$ cat config.mk
export PLATFORM = sky130hd
export DESIGN_NAME = palette_encoder
export DESIGN_NICKNAME = d
export VERILOG_FILES = /design/src/rtl/palette_pkg.sv /design/src/rtl/rgb_l1_dist.sv /design/src/rtl/palette_encoder.sv
export SDC_FILE = /design/constraint.sdc
export NUM_CORES = 1
export LEC_CHECK = 0
export CORE_MARGIN = 3
export CORE_UTILIZATION = 35
export CTS_CLUSTER_SIZE = 14
export DETAILED_ROUTE_END_ITERATION = 7
export DONT_BUFFER_PORTS = 1
export PLACE_DENSITY = 0.54
export SETUP_SLACK_MARGIN = 0.15
export SLEW_MARGIN = 25
export SYNTH_ARGS = -nofsm -noshare
export SYNTH_HDL_FRONTEND = slang
export SYNTH_SLANG_ARGS = --single-unit
$ cat constraint.sdc
create_clock -name Clk -period 5.45 [get_ports Clk]
set_input_delay 1.635 -clock Clk [delete_from_list [all_inputs] [get_ports Clk]]
set_output_delay 1.635 -clock Clk [all_outputs]
set_load 0.02 [all_outputs]
$ cat src/rtl/palette_pkg.sv
// Shared palette definitions: index/distance widths, the 16-entry colour table, encoder FSM states.
// Latency: none (constants and types only).
// Backpressure: not applicable.
package palette_pkg;

  localparam int PAL_IDX_W = 4;
  localparam int DIST_W    = 10;
  localparam int PAL_N     = 16;

  // Entry 15 sits in the most significant slot, so PALETTE[i] is entry i.
  // The same table drives color_mapper, so edit both directions together.
  localparam logic [PAL_N-1:0][23:0] PALETTE = {
    24'hf200ff,  // 15
    24'h000000,  // 14
    24'h00710e,  // 13
    24'haaaaaa,  // 12
    24'haaaaaa,  // 11
    24'haaaaaa,  // 10
    24'haaaaaa,  // 9
    24'haaaaaa,  // 8
    24'h242424,  // 7
    24'hff5252,  // 6
    24'hcf1010,  // 5
    24'h00bbd4,  // 4
    24'h2195f3,  // 3
    24'h3b3b3b,  // 2
    24'h0e0e0e,  // 1
    24'hffffff   // 0
  };

  typedef enum logic [1:0] {
    IDLE   = 2'd0,
    SEARCH = 2'd1,
    DONE   = 2'd2
  } state_t;

endpackage

$ cat src/rtl/rgb_l1_dist.sv
// L1 distance |dR|+|dG|+|dB| between two 24-bit RGB colours.
// Latency: purely combinational, zero cycles.
// Backpressure: none; output follows inputs.
module rgb_l1_dist
  import palette_pkg::*;
(
  input  logic [23:0]       i_a,
  input  logic [23:0]       i_b,
  output logic [DIST_W-1:0] o_dist
);

  logic [7:0] w_dr;
  logic [7:0] w_dg;
  logic [7:0] w_db;

  // Per-channel absolute difference in 8 bits, then a 10-bit sum (max 765, no overflow).
  always_comb begin
    w_dr   = (i_a[23:16] >= i_b[23:16]) ? (i_a[23:16] - i_b[23:16]) : (i_b[23:16] - i_a[23:16]);
    w_dg   = (i_a[15:8]  >= i_b[15:8])  ? (i_a[15:8]  - i_b[15:8])  : (i_b[15:8]  - i_a[15:8]);
    w_db   = (i_a[7:0]   >= i_b[7:0])   ? (i_a[7:0]   - i_b[7:0])   : (i_b[7:0]   - i_a[7:0]);
    o_dist = {2'b00, w_dr} + {2'b00, w_dg} + {2'b00, w_db};
  end

endmodule

$ cat src/rtl/palette_encoder.sv
// Maps an RGB pixel to the nearest (L1) palette index by scanning one entry per cycle.
// Latency: result valid 16 edges after accept (EARLY_EXIT: 1+i edges for first exact hit at i).
// Backpressure: in_ready only in IDLE; result held in DONE until out_ready.
module palette_encoder
  import palette_pkg::*;
#(
  parameter int EARLY_EXIT = 0
) (
  input  logic                 Clk,
  input  logic                 Reset,
  input  logic                 in_valid,
  output logic                 in_ready,
  input  logic [7:0]           in_R,
  input  logic [7:0]           in_G,
  input  logic [7:0]           in_B,
  output logic                 out_valid,
  input  logic                 out_ready,
  output logic [PAL_IDX_W-1:0] color_pallete_enum,
  output logic [DIST_W-1:0]    out_dist,
  output logic                 out_exact
);

  state_t               r_state;
  state_t               w_state_nxt;
  logic [PAL_IDX_W-1:0] r_idx;
  logic [23:0]          r_pix;
  logic [DIST_W-1:0]    r_best_dist;
  logic [PAL_IDX_W-1:0] r_best_idx;
  logic [PAL_IDX_W-1:0] r_enum;
  logic [DIST_W-1:0]    r_dist;
  logic                 r_exact;

  logic [DIST_W-1:0]    w_d;
  logic [DIST_W-1:0]    w_cand_dist;
  logic [PAL_IDX_W-1:0] w_cand_idx;
  logic                 w_accept;
  logic                 w_last;

  rgb_l1_dist u_dist (
    .i_a    (r_pix),
    .i_b    (PALETTE[r_idx]),
    .o_dist (w_d)
  );

  // Candidate best including the current entry; strict less-than keeps the lower index on ties.
  always_comb begin
    w_cand_dist = r_best_dist;
    w_cand_idx  = r_best_idx;
    if (w_d < r_best_dist) begin
      w_cand_dist = w_d;
      w_cand_idx  = r_idx;
    end
  end

  // Next-state logic and handshake outputs.
  always_comb begin
    w_state_nxt = r_state;
    in_ready    = (r_state == IDLE);
    out_valid   = (r_state == DONE);
    w_accept    = in_valid && (r_state == IDLE);
    w_last      = (r_idx == 4'hF) || ((EARLY_EXIT != 0) && (w_d == '0));
    case (r_state)
      IDLE:    if (in_valid)  w_state_nxt = SEARCH;
      SEARCH:  if (w_last)    w_state_nxt = DONE;
      DONE:    if (out_ready) w_state_nxt = IDLE;
      default: w_state_nxt = IDLE;
    endcase
  end

  // State register; reset abandons any search in flight.
  always_ff @(posedge Clk) begin
    if (Reset) r_state <= IDLE;
    else       r_state <= w_state_nxt;
  end

  // Search datapath: latch pixel on accept, track running best, load outputs on the final entry.
  always_ff @(posedge Clk) begin
    if (Reset) begin
      r_idx       <= '0;
      r_pix       <= '0;
      r_best_dist <= '1;
      r_best_idx  <= '0;
      r_enum      <= '0;
      r_dist      <= '0;
      r_exact     <= 1'b0;
    end else if (w_accept) begin
      r_pix       <= {in_R, in_G, in_B};
      r_best_dist <= '1;
      r_best_idx  <= '0;
      r_idx       <= '0;
    end else if (r_state == SEARCH) begin
      r_best_dist <= w_cand_dist;
      r_best_idx  <= w_cand_idx;
      if (w_last) begin
        r_enum  <= w_cand_idx;
        r_dist  <= w_cand_dist;
        r_exact <= (w_cand_dist == '0);
      end else begin
        r_idx <= r_idx + 4'd1;
      end
    end
  end

  assign color_pallete_enum = r_enum;
  assign out_dist           = r_dist;
  assign out_exact          = r_exact;

endmodule

== Word-level counts from Yosys, hierarchy flattened ==
Memory sizes are Yosys's and may differ from the RTL's. A register that Yosys moved wholly into a read port is not among the register bits.
Index checks and enable logic that the tools add are counted.
Word-level totals
  input bits: 28
  output and inout bits: 17
  memory bits (read-only): 384
  memory bits (writable): 0
  word-level logic and storage cells: 50
  bits in latches: 0
  memories kept: 1
  register bits after elaboration: 59
Operators by class
  divide/modulo/power cells: 0
  add/sub/neg operators: 9
  bitwise logic cells: 2
  $mul: 0
  reductions and logical operators: 7
  shift-type cells: 0
  multiplexer cells: 12
  $lt $le $gt $ge: 5
  equality and inequality tests: 6
Memory list
  (no name shown): depth 16, width 24, rd ports 1, clocked after memory_dff 1, wr ports 0, RTL line palette_encoder.sv:41  | .i_b (PALETTE[r_idx]),
Operators by type and width (count)
  subtractor 8 bit: 6
  greater-or-equal comparator 8 bit: 3
  2-to-1 mux 24 bit: 1
  2-to-1 mux 8 bit: 3
  2-to-1 mux 4 bit: 3
  adder 10 x 8 -> 10 bit: 1
  zero test 10 bit: 1
  less-than comparator 10 bit: 1
  2-to-1 mux 10 bit: 1
  adder 8 x 8 -> 9 bit: 1
  2-to-1 mux 2 bit: 3
  one-hot mux 2 bit (3 select lines): 1
  AND reduction 3 bit: 2
  less-than comparator 4 x 5 -> 1 bit (second input constant): 1
  adder 4 x 1 -> 4 bit (second input constant): 1
  == test 4 bit (second input constant): 1
  != test 2 bit (second input constant): 2
  == test 2 x 1 -> 1 bit (second input constant): 1
  == test 2 bit (second input constant): 1
  zero test 2 bit: 1
  != test 2 x 1 -> 1 bit (second input constant): 1
  inverter 1 bit: 2
  AND reduction 2 bit: 1
  OR reduction 2 bit: 1
  logical AND 1 bit: 1

== Logic depth before layout (Yosys ltp) ==
Gate-level depths: netlist of the first run.
  word-level depth: 9
  mapped depth: 30
  mapped depth without buffers: 29

== Hierarchy ==
From an unflattened synthesis of the first run, not the netlist that was laid out.
Unflattened totals
  cells, all modules: 716
  area total of the unflattened synthesis: 5938.2 µm²
Modules (own cells, without submodules)
  palette_encoder: seq. area each 1661.6 µm², area each 3598.5 µm², cells an instance 414, instances 1
  rgb_l1_dist: seq. area each 0.0 µm², area each 2339.7 µm², cells an instance 302, instances 1

== Worst setup path after synthesis of the first run ==
OpenSTA, ideal clock, no wires.
  path kind: register -> register
  start: reg r_pix[8]
  end: reg r_best_dist[0]
  data required time: 5321 ps
  clock period less this slack: 5867 ps
  cell stages (with the launch flop): 31
  setup slack: -417 ps
  buffers on the path: 1
  arrival: 5738 ps
  library setup time: 129 ps
  cell sequence: dfxtp_1 inv_1 ha_1 inv_1 fa_1 a21o_1 a21oi_1 a311o_1 nand2_1 mux2_2 inv_1 fa_1 nor2b_1 o21ai_0 nor2b_1 xnor2_1 ha_1 nand3_1 o2111ai_1 a21o_1 a21oi_1 xnor2_1 ha_1 a21o_1 a21oi_1 o21ai_0 a21oi_2 nand2_1 buf_2 mux2i_1 nand2_1
On the way
  word-level cells in the longest chain between the ends: 6
  elaborated cells between the ends (all ways): 8
  those cells by class: add/sub: 4; order compare: 2; mux: 2
RTL lines
  start: declaration: RTL line palette_encoder.sv:26  | logic [23:0] r_pix;
  start signal: assignment: RTL line palette_encoder.sv:87  | r_pix <= {in_R, in_G, in_B};
  subtractor 8 bit or greater-or-equal comparator 8 bit (tied branches): RTL line rgb_l1_dist.sv:19  | w_dg = (i_a[15:8] >= i_b[15:8]) ? (i_a[15:8] - i_b[15:8]) : (i_b[15:8] - i_a[15:8]);
  2-to-1 mux 8 bit *: RTL line rgb_l1_dist.sv:19
  adder 8 x 8 -> 9 bit *: RTL line rgb_l1_dist.sv:21  | o_dist = {2'b00, w_dr} + {2'b00, w_dg} + {2'b00, w_db};
  adder 10 x 8 -> 10 bit *: RTL line rgb_l1_dist.sv:21
  less-than comparator 10 bit: RTL line palette_encoder.sv:49  | if (w_d < r_best_dist) begin
  2-to-1 mux 10 bit *: RTL line palette_encoder.sv:49
  end signal: assignment: RTL line palette_encoder.sv:92  | r_best_dist <= w_cand_dist;
  end: declaration: RTL line palette_encoder.sv:27  | logic [DIST_W-1:0] r_best_dist;
Mark *: on every way between the ends. The rest lies on a longest branch, timed or not.
A chain may end at the register's enable or synchronous reset.

== Final worst setup path of the first run ==
  start: reg r_pix[8]
  end: reg r_best_dist[1]
The elaborated chain is that of the path after synthesis.

==> results of run 1 <==
## cells in the mapped netlist (4+ instances only)
master | count | area [sq um]
nand2b_1 | 9 | 56.3
o21ai_0 | 36 | 180
nand2_1 | 98 | 368
inv_1 | 89 | 334
mux2_2 | 8 | 90.1
nor3_1 | 6 | 30.0
xnor2_1 | 19 | 166
o21bai_1 | 4 | 30.0
fa_1 | 8 | 160
nor2_1 | 57 | 214
nand4_1 | 4 | 25.0
a211oi_1 | 14 | 105
a21o_1 | 18 | 135
nor2b_1 | 9 | 56.3
a21oi_1 | 78 | 390
mux2i_1 | 29 | 290
clkbuf_1 | 20 | 75.1
xor2_1 | 12 | 105
dfxtp_1 | 83 | 1660
nand3_1 | 15 | 75.1
ha_1 | 77 | 963
## cell type report
class                   instances  area share
inverters                      90      0.0444
multi-input cells             553       0.575
clock buffers                  10      0.0312
repair buffers                 77      0.0888
well taps                     220      0.0359
flip-flops and latches         83       0.218
clock inverters                 6     0.00685
## what timing repair did
action,CTS,global route
setup endpoints to repair,29,29
gates cloned,2,0
hold buffers,0,0
buffers inserted,10,4
gates resized for setup,37,56
pin swaps,20,59
## registers in the layout (all words and copies together) (netlist names)
| signal | flops |
|---|---|
| r_pix | 24 |
| r_state | 2 |
| u_dist.i_b | 24 |
| r_idx | 4 |
| r_best_dist | 10 |
| out_exact | 1 |
| r_best_idx | 4 |
| color_pallete_enum | 4 |
| out_dist | 10 |
## worst max-delay path by stage
stage,endpoint,slack [ps],cells after the start,startpoint
6_report,r_best_dist[1],-90,30,r_pix[8]
5_1_grt,out_dist[6],-390,32,r_pix[8]
4_1_cts,out_dist[6],-130,29,r_pix[16]
3_5_place_dp,out_exact,-360,28,r_pix[17]
3_3_place_gp,out_dist[0],-160,29,r_pix[16]
2_1_floorplan,r_best_dist[0],70,29,r_pix[16]
## per-stage QoR
stage / hold slack, ps / setup TNS, ps / cells
after global placement: 451 / -2780 / 1007
after global routing: 501 / -8890 / 1039
after detailed placement: 458 / -7970 / 1007
final: 472 / -694 / 1039
after CTS: 473 / -1630 / 1035
after floorplan: 441 / 0 / 750
## power by group
group          internal (mW)  total, mW  switching (mW)
clock network          0.330      0.609           0.279
registers              0.644      0.671          0.0268
logic                   1.33       2.56            1.23
## logic make-up after synthesis
| logic type | Yosys count | share of synthesized area |
|---|---|---|
| AOI/OAI and AO/OA | 187 | 0.198 |
| adders and majority gates | 85 | 0.187 |
| xor gates and xnor gates | 31 | 0.0453 |
| DFF | 83 | 0.277 |
| and+or+nand+nor | 212 | 0.154 |
| muxes | 38 | 0.0660 |
| buffers and inverters | 114 | 0.0720 |
## worst register-to-register path: cells and delay by family, from the launching register on
| kind | cells | cell delay (ps) |
|---|---|---|
| AOI/OAI and AO/OA | 13 | 2210 |
| adders and majority gates | 5 | 1350 |
| buffers and inverters | 6 | 640 |
| muxes | 2 | 530 |
| DFF | 1 | 320 |
| and+or+nand+nor | 3 | 280 |
| xor gates and xnor gates | 1 | 100 |
## layer usage
metal / vias up / track usage
li1: 2677 / -
met1: 2507 / 0.232
met2: 60 / 0.304
met3: 23 / 0.0165
met4: 0 / 0.0687
met5: - / 0
==> flow_metrics.py, run 1 <==
metrics = {
    "run_status": {
        "outcome": "finished, violations left",
        "violations": "setup timing",
    },
    "drt": {
        "wirelength_mm": 16.3,
        "dr.pass1.iters": 4,
        "drc": 0,
        "drtIter0Drc": 257,
        "route.top_layer_used": "met4",
        "dr_wl_met3_microns": 357,
        "dr_total_vias": 5267,
        "wl_per_cell_microns": 15.7,
        "via_per_inst": 5.07,
        "wl_met2_mm": 7.94,
        "ant_nets": 0,
        "wl_met1_mm": 7.62,
    },
    "final_layout": {
        "areaGrowthSynthToFinish_pct": 27.9,
        "final_util": 0.459,
        "multi_input_area_sq_mm": 0.00441,
        "layout_commonest_cell": "nand2_1",
        "stdcell_area_sq_mm": 0.00767,
        "final_cell_mix": "90 x nand2_1, 84 x inv_1, 78 x dfxtp_1",
        "drive_gt1_frac": 0.239,
        "insertedDiodeCount": 0,
        "nFillCells": 1618,
        "ff_latch_area_sq_mm": 0.00167,
        "fin_nets": 927,
    },
    "setup_path": {
        "crit_family": "compound AO/OA/AOI/OAI gates",
        "path_buf_inv": 6,
        "regToRegStartpoint": "r_pix[8]",
        "r2r-end": "r_best_dist[1]",
        "critical-path-max-stage-delay_ps": 350,
        "crit_path_end_kind": "register",
        "arrival_ps": 5780,
        "reg2reg_depth": 30,
        "crit_type": "register to register",
        "worst_ep_required_time_ps": 5680,
        "crit_top_cell": "a21oi_2",
        "r2r_slack_ps": -90,
        "path_max_fanout": 7,
        "cp_slowest_cell": "fa_2",
        "start_kind": "register",
    },
    "cts": {
        "cts_tree": "built",
        "cts_buffer_depth": 2,
        "root_buffer": "clkbuf_16",
        "cts.sinks": 83,
        "clk_latency_ps": 360,
        "clk_pin_slew_worst_paths_ps": 70,
        "h-tree-depth": 3,
        "cts_made_buffers": 9,
    },
    "global_routing": {
        "grt_first_pass_wirelength_mm": 26.4,
        "antenna_found_initial": 0,
        "grt_max_degree": 45,
        "grt_pass1_vias": 5366,
        "grt_use_total": 0.178,
        "grt.overflow.total": 0,
    },
    "timing": {
        "period_share": 1.02,
        "slew_headroom": 0.257,
        "timing.fmax_mhz": 180,
        "slew_violations": 0,
        "worstMarginPinSlew_ps": 1110,
        "rsz0062_at_grt": "true",
        "finalHoldViolations": 0,
        "fin_ws_ps": -93.8,
        "fin_skew_ps": 18.5,
        "fin_crit_ps": 5540,
        "finalSetupViolCount": 18,
    },
    "power": {
        "p_total_mw": 3.84,
        "ir_worst_vdd_mv": 0.283,
        "p_leak_nw": 3.54,
        "power_density_mw_per_mm2": 501,
    },
    "placed_design": {
        "placed_area_sq_mm": 0.00675,
        "place_ws_ps": -365,
        "portBuffers": 0,
        "globalplace.congestion": 0.854,
        "post-dp-hpwl_mm": 12.1,
    },
    "yosys": {
        "yosys_register_bits": 83,
        "ys_types": 56,
        "ys_seq_area_frac": 0.277,
        "synth_flop_cell": "dfxtp_1",
        "ys_warn_count": 0,
        "synth-edff-count": 0,
        "syn_area_per_cell_sq_um": 7.99,
        "synthArstFlopShare": 0,
        "synth_nets": 863,
        "synthCells": 750,
        "syn_area_sq_mm": 0.00599,
    },
    "floorplanning": {
        "dieArea_sq_mm": 0.0187,
        "fp.dieW_microns": 137,
        "start_util": 0.359,
        "rows": 47,
        "io_pins": 45,
        "die_y_microns": 137,
        "coreArea_sq_mm": 0.0167,
    },
    "min_path": {
        "min_path_cells": 2,
        "hold_start": "r_best_dist[6]",
        "hp-class": "register to register",
        "min_to": "r_best_dist[6]",
    },
    "run": {
        "maxCapViolCount": 0,
    },
}
(Power assumes the default switching activity.)
==> run 2: changes to the inputs <==
--- a/config.mk
+++ b/config.mk
@@ -10,9 +10,9 @@
 export CTS_CLUSTER_SIZE = 14
 export DETAILED_ROUTE_END_ITERATION = 7
 export DONT_BUFFER_PORTS = 1
-export PLACE_DENSITY = 0.54
+export PLACE_DENSITY = 0.57
 export SETUP_SLACK_MARGIN = 0.15
-export SLEW_MARGIN = 25
+export SLEW_MARGIN = 15
 export SYNTH_ARGS = -nofsm -noshare
 export SYNTH_HDL_FRONTEND = slang
 export SYNTH_SLANG_ARGS = --single-unit
==> run 2 against run 1 <==
Net effect:
- the run still ends with setup timing left
- critical endpoint is now out_dist[8]
- setup slack worse by 71 ps
- core utilization is 0.060 points higher
- cell area is 0.13% higher
- first-iteration DRC count fell by 2.7%
- clock-buffer cell count unchanged
- critical path depth up 1
- clock skew is 11 ps lower
- power down 7.9%
- worst hold slack got worse by 5.4 ps
- register-to-register slack worse by 70 ps
- wire length decreased by 7.7%
- clock power down 3%
==> flow_metrics.py, run 2 (same netlist as run 1, synthesis figures left out) <==
metrics = {
    "global_routing": {
        "grt_use_met1": 0.213,
        "grt_first_pass_wirelength_mm": 24.1,
        "grt_max_degree": 45,
        "grt_use_total": 0.163,
        "grtUsageMet2": 0.276,
        "top_usage_layer": "met2",
        "antenna_found_initial": 0,
        "use_met3": 0.0324,
        "grt.overflow.total": 0,
        "grt_pass1_vias": 4988,
    },
    "final_layout": {
        "final_cell_mix": "94 x nand2_1, 87 x inv_1, 86 x buf_4",
        "drive_gt1_frac": 0.240,
        "fin_nets": 945,
        "areaGrowthSynthToFinish_pct": 28.1,
        "nFillCells": 1645,
        "insertedDiodeCount": 0,
        "layout_commonest_cell": "nand2_1",
        "stdcell_area_sq_mm": 0.00768,
    },
    "timing": {
        "holdWs_ps": 467,
        "timing.fmax_mhz": 178,
        "slew_violations": 0,
        "slew_headroom": 0.335,
        "fin_ws_ps": -165,
        "rsz0062_at_grt": "true",
        "finalHoldViolations": 0,
        "worstMarginPinSlew_ps": 995,
        "fin_crit_ps": 5610,
        "finalSetupViolCount": 29,
        "tns_ps": -2980,
        "fin_skew_ps": 7.77,
        "period_share": 1.03,
    },
    "cts": {
        "root_buffer": "clkbuf_16",
        "cts.sinks": 83,
        "cts_made_buffers": 9,
        "cts_buffer_depth": 2,
        "cts_tree": "built",
        "h-tree-depth": 3,
        "clk_latency_ps": 350,
        "clk_pin_slew_worst_paths_ps": 60,
    },
    "power": {
        "p_total_mw": 3.54,
        "power_density_mw_per_mm2": 461,
        "p_leak_nw": 3.61,
        "ir_worst_vdd_mv": 0.273,
    },
    "placed_design": {
        "globalplace.congestion": 0.888,
        "place_ws_ps": -234,
        "portBuffers": 0,
        "placed_area_sq_mm": 0.00690,
        "post-dp-hpwl_mm": 11.5,
    },
    "setup_path": {
        "start_kind": "register",
        "worst_ep_required_time_ps": 5690,
        "path_buf_inv": 5,
        "crit_type": "register to register",
        "arrival_ps": 5860,
        "crit_family": "compound AO/OA/AOI/OAI gates",
        "cp_slowest_cell": "a2111oi_4",
        "path_max_fanout": 5,
        "crit_path_end_kind": "register",
        "critical-path-max-stage-delay_ps": 390,
        "r2r_slack_ps": -160,
    },
    "drt": {
        "wl_per_cell_microns": 14.2,
        "drtIter0Drc": 250,
        "drc": 0,
        "wirelength_mm": 15.1,
        "dr.pass1.iters": 4,
        "dr_total_vias": 5197,
        "via_per_inst": 4.92,
        "ant_nets": 0,
    },
    "floorplanning": {
        "die_y_microns": 137,
        "rows": 47,
        "dieArea_sq_mm": 0.0187,
        "io_pins": 45,
        "fp.dieW_microns": 137,
        "start_util": 0.359,
        "coreArea_sq_mm": 0.0167,
    },
    "run": {
        "maxCapViolCount": 0,
    },
    "run_status": {
        "outcome": "finished, violations left",
        "violations": "setup timing",
    },
    "min_path": {
        "hp-class": "register to register",
    },
}
[run 2: stage by stage]
| stage | std cells | util |
|---|---|---|
| floorplan | 750 | - |
| global placement | 1027 | 0.413 |
| detailed placement | 1027 | 0.413 |
| CTS | 1048 | 0.439 |
| global route | 1057 | 0.460 |
| finish | 1057 | 0.460 |
[run 2: report_power, final]
part / switching (mW) / internal [mW] / leakage, nW
Combinational: 1.11 / 1.17 / 2.79
Clock: 0.264 / 0.326 / 0.141
Sequential: 0.0246 / 0.644 / 0.678
[run 2: routing by layer]
layer | vias up | routed length [microns]
met5 | - | 0
met3 | 9 | 393
met2 | 65 | 7500
li1 | 2701 | -
met1 | 2422 | 7020
met4 | 0 | 137
[run 2: final cells by class]
class	instances	area (sq um)	share of cell area
multi-input cells	553	4320	0.563
flip-flops and latches	83	1660	0.217
repair buffers	95	787	0.103
inverters	90	338	0.0440
well taps	220	275	0.0359
clock buffers	10	239	0.0311
clock inverters	6	50.0	0.00652
[run 2: repair_timing]
item                                   4_1_cts  5_1_grt
gates resized for setup                     23       50
buffers inserted                             5        8
hold buffers                                 0        0
setup endpoints to repair                   29       29
endpoints found under the hold margin        0        0
cloned                                       0        1
pin swaps                                   33       45
[run 2: path summary, 6_finish.rpt]
path,cells past startpoint,start,endpoint
max,31,r_pix[16],out_dist[8]
min,2,r_best_dist[6],r_best_dist[6]
max reg2reg,31,r_pix[16],out_dist[8]
min reg2reg,2,r_best_dist[6],r_best_dist[6]
[run 2: tightest hold or removal path, stage by stage (launching register included)]
cell	delay [ps]
dfxtp_1	310
nand2_1	50
nand3_1	60
==> run 3: changes to the inputs <==
--- a/config.mk
+++ b/config.mk
@@ -5,13 +5,14 @@
 export SDC_FILE = /design/constraint.sdc
 export NUM_CORES = 1
 export LEC_CHECK = 0
-export CORE_MARGIN = 3
+export CORE_MARGIN = 2
 export CORE_UTILIZATION = 35
 export CTS_CLUSTER_SIZE = 14
 export DETAILED_ROUTE_END_ITERATION = 7
 export DONT_BUFFER_PORTS = 1
 export PLACE_DENSITY = 0.57
 export SETUP_SLACK_MARGIN = 0.15
+export SKIP_LAST_GASP = 1
 export SLEW_MARGIN = 15
 export SYNTH_ARGS = -nofsm -noshare
 export SYNTH_HDL_FRONTEND = slang
==> run 3 against run 2 <==
Net effect:
- the flow still finishes with violations (setup timing)
- non-clock buffer count fell by 3
- setup slack improved by 96 ps
- global-route usage rose by 0.71 points
- cell area fell by 2.2%
- clock skew rose by 0.81 ps
- sequential share of layout area rose by 0.51 points
- die area fell by 2.9%
==> flow_metrics.py, run 3 (same netlist as run 1, synthesis figures left out) <==
metrics = {
    "floorplanning": {
        "die_y_microns": 135,
        "coreArea_sq_mm": 0.0166,
        "io_pins": 45,
        "start_util": 0.360,
        "dieArea_sq_mm": 0.0182,
        "fp.dieW_microns": 135,
        "rows": 47,
    },
    "placed_design": {
        "post-dp-hpwl_mm": 11.3,
        "globalplace.congestion": 0.888,
        "placed_area_sq_mm": 0.00688,
        "portBuffers": 0,
    },
    "run": {
        "maxCapViolCount": 0,
    },
    "global_routing": {
        "grt.overflow.total": 0,
        "grt_max_degree": 45,
        "grt_use_total": 0.170,
        "grt_pass1_vias": 5022,
        "antenna_found_initial": 0,
        "grt_first_pass_wirelength_mm": 24.4,
    },
    "drt": {
        "via_per_inst": 4.92,
        "ant_nets": 0,
        "drtIter0Drc": 239,
        "wirelength_mm": 14.6,
        "wl_per_cell_microns": 13.9,
        "dr_total_vias": 5190,
        "dr.pass1.iters": 5,
        "drc": 0,
    },
    "setup_path": {
        "path_buf_inv": 5,
        "start_kind": "register",
        "startpoint": "r_pix[16]",
        "crit_family": "compound AO/OA/AOI/OAI gates",
        "r2r_slack_ps": -70,
        "critical-path-max-stage-delay_ps": 390,
        "path_depth": 29,
        "regToRegStartpoint": "r_pix[16]",
        "r2r-end": "out_dist[8]",
        "cp_slowest_cell": "a2111oi_4",
        "arrival_ps": 5760,
        "crit_path_end_kind": "register",
        "reg2reg_depth": 29,
        "path_max_fanout": 6,
        "crit_type": "register to register",
        "crit_path_end": "out_dist[8]",
        "worst_ep_required_time_ps": 5700,
    },
    "timing": {
        "timing.fmax_mhz": 181,
        "finalSetupViolCount": 18,
        "tns_ps": -320,
        "rsz0062_at_grt": "true",
        "slew_violations": 0,
        "fin_ws_ps": -68.6,
        "slew_headroom": 0.334,
        "finalHoldViolations": 0,
        "fin_crit_ps": 5520,
        "fin_skew_ps": 8.58,
        "period_share": 1.01,
        "worstMarginPinSlew_ps": 997,
    },
    "final_layout": {
        "layout_commonest_cell": "nand2_1",
        "stdcell_area_sq_mm": 0.00751,
        "ff_latch_area_sq_mm": 0.00167,
        "areaGrowthSynthToFinish_pct": 25.2,
        "insertedDiodeCount": 0,
        "multi_input_area_sq_mm": 0.00422,
        "drive_gt1_frac": 0.218,
        "fin_nets": 942,
        "final_cell_mix": "94 x nand2_1, 87 x buf_4, 86 x inv_1",
        "nFillCells": 1654,
    },
    "cts": {
        "cts_tree": "built",
        "h-tree-depth": 3,
        "clk_pin_slew_worst_paths_ps": 60,
        "cts.sinks": 83,
        "cts_buffer_depth": 2,
        "clk_latency_ps": 350,
        "cts_made_buffers": 9,
        "root_buffer": "clkbuf_16",
    },
    "power": {
        "p_int_mw": 2.15,
        "p_leak_nw": 3.57,
        "power_density_mw_per_mm2": 463,
        "clockPowerShare": 0.178,
        "pwr-share-comb": 0.630,
        "p_sw_mw": 1.32,
        "p_seq_frac": 0.193,
        "swShare": 0.380,
        "ir_worst_vdd_mv": 0.317,
    },
    "run_status": {
        "outcome": "finished, violations left",
        "violations": "setup timing",
    },
    "min_path": {
        "hp-class": "register to register",
    },
}
==> run 3: changes by cell type in the layout (fill, tap and decap cells not counted), sizes merged <==
| cell | delta |
|---|---|
| clkinv | -2 |
| bufinv | +1 |
| clkbuf | -1 |
| clkinvlp | +2 |
| buf | -2 |
| inv | -1 |
==> run 3: worst min-delay path by stage <==
stage	from	end	slack [ps]	cells past startpoint
2_1_floorplan	r_best_dist[6]	r_best_dist[6]	440	2
6_report	r_pix[21]	r_pix[21]	470	2
4_1_cts	r_pix[21]	r_pix[21]	480	2
3_5_place_dp	r_best_dist[7]	r_best_dist[7]	450	2
5_1_grt	r_pix[20]	r_pix[20]	490	2
3_3_place_gp	r_best_dist[6]	r_best_dist[6]	450	2
==> run 3: layout make-up <==
cell class | count | share of cell area
well taps | 220 | 0.0367
flip-flops and latches | 83 | 0.222
multi-input cells | 553 | 0.561
clock inverters | 6 | 0.00883
inverters | 90 | 0.0450
clock buffers | 10 | 0.0305
repair buffers | 92 | 0.0957
==> run 3: metal layers <==
metal  vias up  global-route usage  part of all wire
li1       2702                   -                 -
met1      2408               0.218              0.46
met2        71               0.291              0.50
met3         9              0.0342             0.034
met4         0              0.0421            0.0091
met5         -                   0                 0
==> run 3: per-stage QoR <==
step | total power, mW | std cells | worst slack [ps] | utilization | hold slack (ps)
after floorplan | 1.78 | 750 | 71.9 | - | 441
after global placement | 2.45 | 1024 | -218 | 0.413 | 449
after detailed placement | 2.45 | 1024 | -265 | 0.413 | 455
after CTS | 3.35 | 1051 | -94.5 | 0.444 | 477
after global routing | 3.73 | 1054 | -360 | 0.451 | 490
final | 3.47 | 1054 | -68.6 | 0.451 | 472
==> run 3: repair_timing <==
action                                  in CTS  in global routing
hold buffers                                 0                  0
pin swaps                                   28                 22
resized for setup                           28                 19
cloned                                       0                  0
endpoints found under the setup margin      29                 29
setup buffers                               11                  3
==> run 3: tightest hold or removal path, stage by stage (launching register included) <==
cell	delay, ps
dfxtp_1	320
nand2_1	60
a21oi_1	50
==> run 3: power by group through the flow <==
| stage | registers (mW) | logic, mW | clock network (mW) |
|---|---|---|---|
| 6_report | 0.670 | 2.19 | 0.617 |
| 3_5_place_dp | 0.683 | 1.77 | 0 |
| 2_1_floorplan | 0.676 | 1.11 | 0 |
| 3_3_place_gp | 0.682 | 1.77 | 0 |
| 4_1_cts | 0.670 | 2.04 | 0.639 |
| 5_1_grt | 0.675 | 2.40 | 0.657 |
